### src/rtl/fetch_unit.sv
// Instruction fetch unit: program counter, IDLE/RUN/DONE sequencing, branch flag
// and a 32-entry jump lookup table, all under asynchronous active-high reset.
module fetch_unit #(
    parameter int              PC_W     = 10,
    parameter logic [PC_W-1:0] PROG_END = 10'h3FF
) (
    input  logic            Clk,
    input  logic            Reset,
    input  logic            Start,
    input  logic [8:0]      Instr,
    input  logic            Jump,
    input  logic            Brc_jump,
    input  logic [4:0]      Jptr,
    input  logic            Cmp_set,
    input  logic            Cmp_val,
    input  logic            Lut_we,
    input  logic [4:0]      Lut_addr,
    input  logic [PC_W-1:0] Lut_data,
    output logic [PC_W-1:0] Prog_ctr,
    output logic [8:0]      Mach_code,
    output logic            Instr_valid,
    output logic            Busy,
    output logic            Done
);

    typedef enum logic [1:0] {
        IDLE = 2'd0,
        RUN  = 2'd1,
        DONE = 2'd2
    } state_t;

    state_t          state_reg;
    state_t          state_next;
    logic [PC_W-1:0] pc_reg;
    logic [PC_W-1:0] pc_next;
    logic            flag_reg;
    logic            flag_next;

    logic [PC_W-1:0] lut_reg [32];
    logic [PC_W-1:0] jump_target;
    logic            run;

    // Jump table: read combinationally, so a same-cycle write is seen only next cycle.
    always_ff @(posedge Clk or posedge Reset) begin
        if (Reset) begin
            for (int i = 0; i < 32; i++) begin
                lut_reg[i] <= '0;
            end
        end else if (Lut_we) begin
            lut_reg[Lut_addr] <= Lut_data;
        end
    end

    assign jump_target = lut_reg[Jptr];

    always_ff @(posedge Clk or posedge Reset) begin
        if (Reset) begin
            state_reg <= IDLE;
            pc_reg    <= '0;
            flag_reg  <= 1'b0;
        end else begin
            state_reg <= state_next;
            pc_reg    <= pc_next;
            flag_reg  <= flag_next;
        end
    end

    always_comb begin
        state_next = state_reg;
        pc_next    = pc_reg;
        flag_next  = flag_reg;
        unique case (state_reg)
            IDLE, DONE: begin
                if (Start) begin
                    state_next = RUN;
                    pc_next    = '0;
                    flag_next  = 1'b0;
                end
            end
            RUN: begin
                if (Jump) begin
                    pc_next = jump_target;
                end else if (Brc_jump && flag_reg) begin
                    pc_next   = jump_target;
                    flag_next = 1'b0;
                end else if (pc_reg == PROG_END) begin
                    state_next = DONE;
                end else begin
                    pc_next = pc_reg + PC_W'(1);
                end
                // A compare result in the same cycle wins over the taken-branch clear.
                if (Cmp_set) begin
                    flag_next = Cmp_val;
                end
            end
            default: begin
                state_next = IDLE;
                pc_next    = '0;
                flag_next  = 1'b0;
            end
        endcase
    end

    assign run         = (state_reg == RUN);
    assign Busy        = run;
    assign Done        = (state_reg == DONE);
    assign Instr_valid = run;
    assign Mach_code   = run ? Instr : 9'd0;
    assign Prog_ctr    = pc_reg;

endmodule

### config.mk
export PLATFORM = sky130hd
export DESIGN_NAME = fetch_unit
export DESIGN_NICKNAME = d
export VERILOG_FILES = /design/src/rtl/fetch_unit.sv
export SDC_FILE = /design/constraint.sdc
export NUM_CORES = 1
export LEC_CHECK = 0
export BUFFER_PORTS_ARGS = -buffer_cell sky130_fd_sc_hd__buf_2
export CORE_MARGIN = 2
export CORE_UTILIZATION = 30
export DETAILED_ROUTE_END_ITERATION = 8
export SYNTH_ARGS = -nofsm -noshare
export SYNTH_HDL_FRONTEND = slang
export SYNTH_SLANG_ARGS = --single-unit
### constraint.sdc
create_clock -name Clk -period 18.06 [get_ports Clk]
set_input_delay 1.806 -clock Clk [delete_from_list [all_inputs] [get_ports Clk]]
set_output_delay 1.806 -clock Clk [all_outputs]
set_load 0.01 [all_outputs]
Word-level counts from Yosys, hierarchy flattened
Index checks and enable logic that the tools add are counted.

operators by class
  eq/ne operators = 10
  $add $sub $neg = 1
  muxes and demuxes = 22
  bitwise gates (word level) = 2
  $lt $le $gt $ge = 3
  reductions and logical operators = 7

operator list
  kind                   number
  $bwmux 320             1
  $mux 10                7
  $bmux 10 s5            1
  $demux 10 s5           1
  $pmux 10 s2            1
  $ge 6x6->1 const B     2
  $not 5->6              2
  $add 10x1->10 const B  1
  $eq 10x10->1 const B   1
  $mux 9                 1
  $mux 2                 4
  $lt 6x1->1 const B     1
  $ne 2x2->1 const B     3
  $mux 1                 4
  $ne 4x4->1 const B     1
  $pmux 2 s2             1
  $reduce_and 4->1       1
  $ne 3x2->1 const B     1
  $ne 3x3->1 const B     1
  $reduce_and 3->1       1
  $eq 2x1->1 const B     1
  $eq 2x2->1 const B     1
  $logic_and 1x1->1      2
  $logic_not 2->1        1
  4 further kinds        4

word-level totals
  word-level logic and storage cells = 80
  flip-flop bits (word level) = 333
  bits of input ports = 37
  output and inout bits = 22

Logic depth before layout (Yosys ltp)
  depth in word-level cells = 7
  depth in mapped cells = 10
  gate-level depth less buffers = 6

Worst setup path after synthesis
OpenSTA, ideal clock, no wires.

  path type = input port to output port
  start point = input Instr[0]
  end point = output Mach_code[0]
  path slack = 14.302 ns
  arrival = 1.952 ns
  data required time = 16.254 ns
  stages on the path = 1
  path buffers = 0
  cell sequence = and2_1

on the way
  cells in the longest elaborated chain, start to end = 1

RTL lines
  element      RTL line  source
  from (decl)  10        input logic [8:0] Instr,
  $mux 9       108       assign Mach_code = run ? Instr : 9'd0;
  to (decl)    20        output logic [8:0] Mach_code,

No other way between the ends.

Worst setup path in the final report
  start point = input Jptr[0]
  end point = register pc_reg[3] (netlist: Prog_ctr[3])

on the way
  cells in the longest elaborated chain, start to end = 7

RTL lines
  element                                          RTL line  source
  from (decl)                                      13        input logic [4:0] Jptr,
  $not 5->6 (implied by the code) (*)              54        assign jump_target = lut_reg[Jptr];
  $bmux 10 s5 (*)                                  54
  $mux 10 (implied by the code) (*) (2 in series)  54
  $mux 10                                          83        end else if (Brc_jump && flag_reg) begin
  $mux 10 (*)                                      81        if (Jump) begin
  $pmux 10 s2 (*)                                  72        unique case (state_reg)
  to (signal assigned)                             63        pc_reg <= pc_next;
  to (decl)                                        34        logic [PC_W-1:0] pc_reg;

Every way passes the cells marked *; elsewhere a longest branch is shown, timed or not. The select of a mux whose other input is x is not followed.
A chain may end at the register's enable or synchronous reset.

==> impl_results.md <==
* Number of synthesized flops with an enable pin at 0
* Total negative setup slack at 0 ns
* Number of fill cells at 4859
* Routed vias at 8990
* Detailed router's first-iteration violation count at 610
* Clock Tree Buf Depth at 3
* CTS H-Tree Depth at 2
* Met1 usage at 20.23%
* Fin. max-slew vios at 0
* Post-DP Area at 16390 sq um
* Fin util at 34.58%
* Total track usage at 15.23%
* Tightest Hold Check Type: reg -> reg
* Post-CTS Resized at 0
* Avg WL per Cell at 22.45 microns
* Max_slew headroom at 14.04%
* LEAKAGE at 7.780 nW
* First-pass GRT wire length at 61110 microns
* Layout overhead on the synthesized area at 14.19%
* Final setup fails at 0
* Number of synthesis warnings at 0
* Synthesized area per cell at 15.29 sq um
* IO Port Bufs at 58
* Most common cell after layout, fill and taps aside: dfrtp_1
* Final nets at 1092
* Largest net degree at the start of global routing at 122
* Root buf cell: clkbuf_16
* Syn Std Cell Area at 15500 sq um
* Post-synthesis compound-gate area fraction at 2.639%
* Final hold viol count at 0
* Antenna violations before repair at 2
* Post-synthesis simple-gate area fraction at 4.075%
* Multiplexer share of the synthesized area at 36.99%
* Largest family of logic cells by synthesized area: multiplexers
* Max FFs per register at 320
* Wirelength, routed at 39630 microns
* GRT overflow at 0
* Main flop type after synthesis: dfrtp_1
* Net Count, Synth at 1052
* Worst Path Required at 18.45 ns
* Fmax at 235.3 MHz
* Vias per Instance at 5.093
* Xor-xnor portion of the synthesized cell area at 0.1130%
* Most Crowded Layer GR: met2
* Core ar. at 51200 sq um
* Non-Filler Instances at 1765
* Vias in the first global route at 9702
* Min Tclk post-route at 4.249 ns
* Share of layout cells above drive strength 1 at 50.42%
* Hold Buf Count CTS at 0
* CTS buffer count at 38
* Post-synthesis sequential area ratio at 53.74%
* Commonest cells after routing, fill and taps aside: dfrtp_1, mux2_2, mux4_2
* Crit Path Max Fanout at 46
* Final Cycle Share at 23.53%
* Crit Path Category: in -> reg
* Drt pass-1 iters at 5
* Row cnt at 83
* Worst IR Drop VDD at 0.04840 mV
* Met2 Use GR at 24.40%
* Postcts setup bufs at 0
* Die width at 231.3 microns
* R2R depth at 6
* Unrepaired setup endpoints after global routing: no
* Met3 Use GR at 3.506%
* Synth Instances at 1014
* Pwr dens at 118.8 nW/um^2
* Die Y at 231.3 microns
* Die footprint at 53520 sq um
* # IOs at 59
* Starting Density at 30.28%
* Fin Clk Skew at 0.01369 ns
* Status: finished clean
* Final instance area at 17700 sq um
* Seq cells post-synth at 333
* RD Place Congestion at 0.8091
* Slew @ Worst Pin at 1.285 ns
* Post-Place Cells at 1694
* Crit path capture type: flop
* Detailed Place HPWL at 24700 microns
* Max Cap Viol at 0
* Synth Area in Adders at 0.08070%
* DRT antenna net count at 0
* CTS Sinks at 333
* Hold path depth at 1
* Ys async rst share at 100.0%
* # DRC at 0
* Worst EP arrival at 4.64 ns
* Netlist cell types at 56
* Startpoint Class: input pin
* Worst-path clk slew at 0.06 ns
* CTS tree: yes
* Clock Latency Late Sink at 0.53 ns
critical path, cell delays in order:
cell and delay, ns:
buf_4 0.45, buf_4 0.80, mux4_1 0.65, nor2b_1 0.15, a2111oi_0 0.44, or4_1 0.18
o311ai_0 0.10
power by group:
group | switching, W | internal, W | total, W
combinational | 0.000140 | 0.000199 | 0.000339
clock | 0.000306 | 0.000488 | 0.000794
sequential | 0.0000781 | 0.000892 | 0.000971
total | 0.000524 | 0.00158 | 0.00210
stage by stage:
step,hold WS [ns],setup WS [ns],total power (W)
after floorplan,0.4533,7.029,0.001223
after global placement,0.4714,13.09,0.001311
after detailed placement,0.4865,13.17,0.001326
after CTS,0.5007,13.73,0.002125
after global routing,0.5151,13.51,0.002204
final,0.4988,13.81,0.002104
layout make-up:
type	count	area (sq um)	share of cell area, %
antenna	2	5.005	0.02827
clock buffer	56	1160	6.551
clock inverter	13	147.6	0.8339
inverter	5	26.28	0.1484
multi-input combinational	608	6812	38.47
sequential	333	8333	47.07
tap	680	850.8	4.806
timing repair buffer	68	370.4	2.092
worst paths after layout:
kind,slack (ns),end,start
worst max-delay path,13.81,Prog_ctr[3],Jptr[0]
worst min-delay path,0.50,lut_reg[145],lut_reg[145]
worst max register to register,15.67,Prog_ctr[5],Prog_ctr[0]
worst min register to register,0.50,lut_reg[145],lut_reg[145]
max in group asynchronous,14.03,lut_reg[196],Reset
min in group asynchronous,1.45,lut_reg[119],Reset
synth_stat cells, drive strengths merged, types with 8 or more instances:
library cell	count	area, sq um
dfrtp	333	8333
mux4	83	1896
nand3	8	40.04
mux2	325	3660
o21ai	12	60.05
clkbuf	42	157.7
nand2	33	123.9
and2	10	62.56
mux2i	18	180.2
nand3b	8	60.06
buf	26	188.9
nor2	27	121.4
routing by layer:
metal  up-vias  routed length (microns)
met2       194                    18570
li1       3890                        -
met5         -                       13
met4         2                     1128
met1      4840                    17840
met3        64                     2086
logic make-up (layout without fill, tap and decap cells):
kind of cell | count (synthesis) | after routing
buffers and inverters | 73 | 142
flip-flops | 333 | 333
XOR/XNOR | 2 | 2
other | 0 | 2
multiplexers | 426 | 426
AO/OA/AOI/OAI | 58 | 58
AND/OR/NAND/NOR | 121 | 121
adder cells (fa/ha/maj) | 1 | 1
Power figures use the tool's default switching activity.
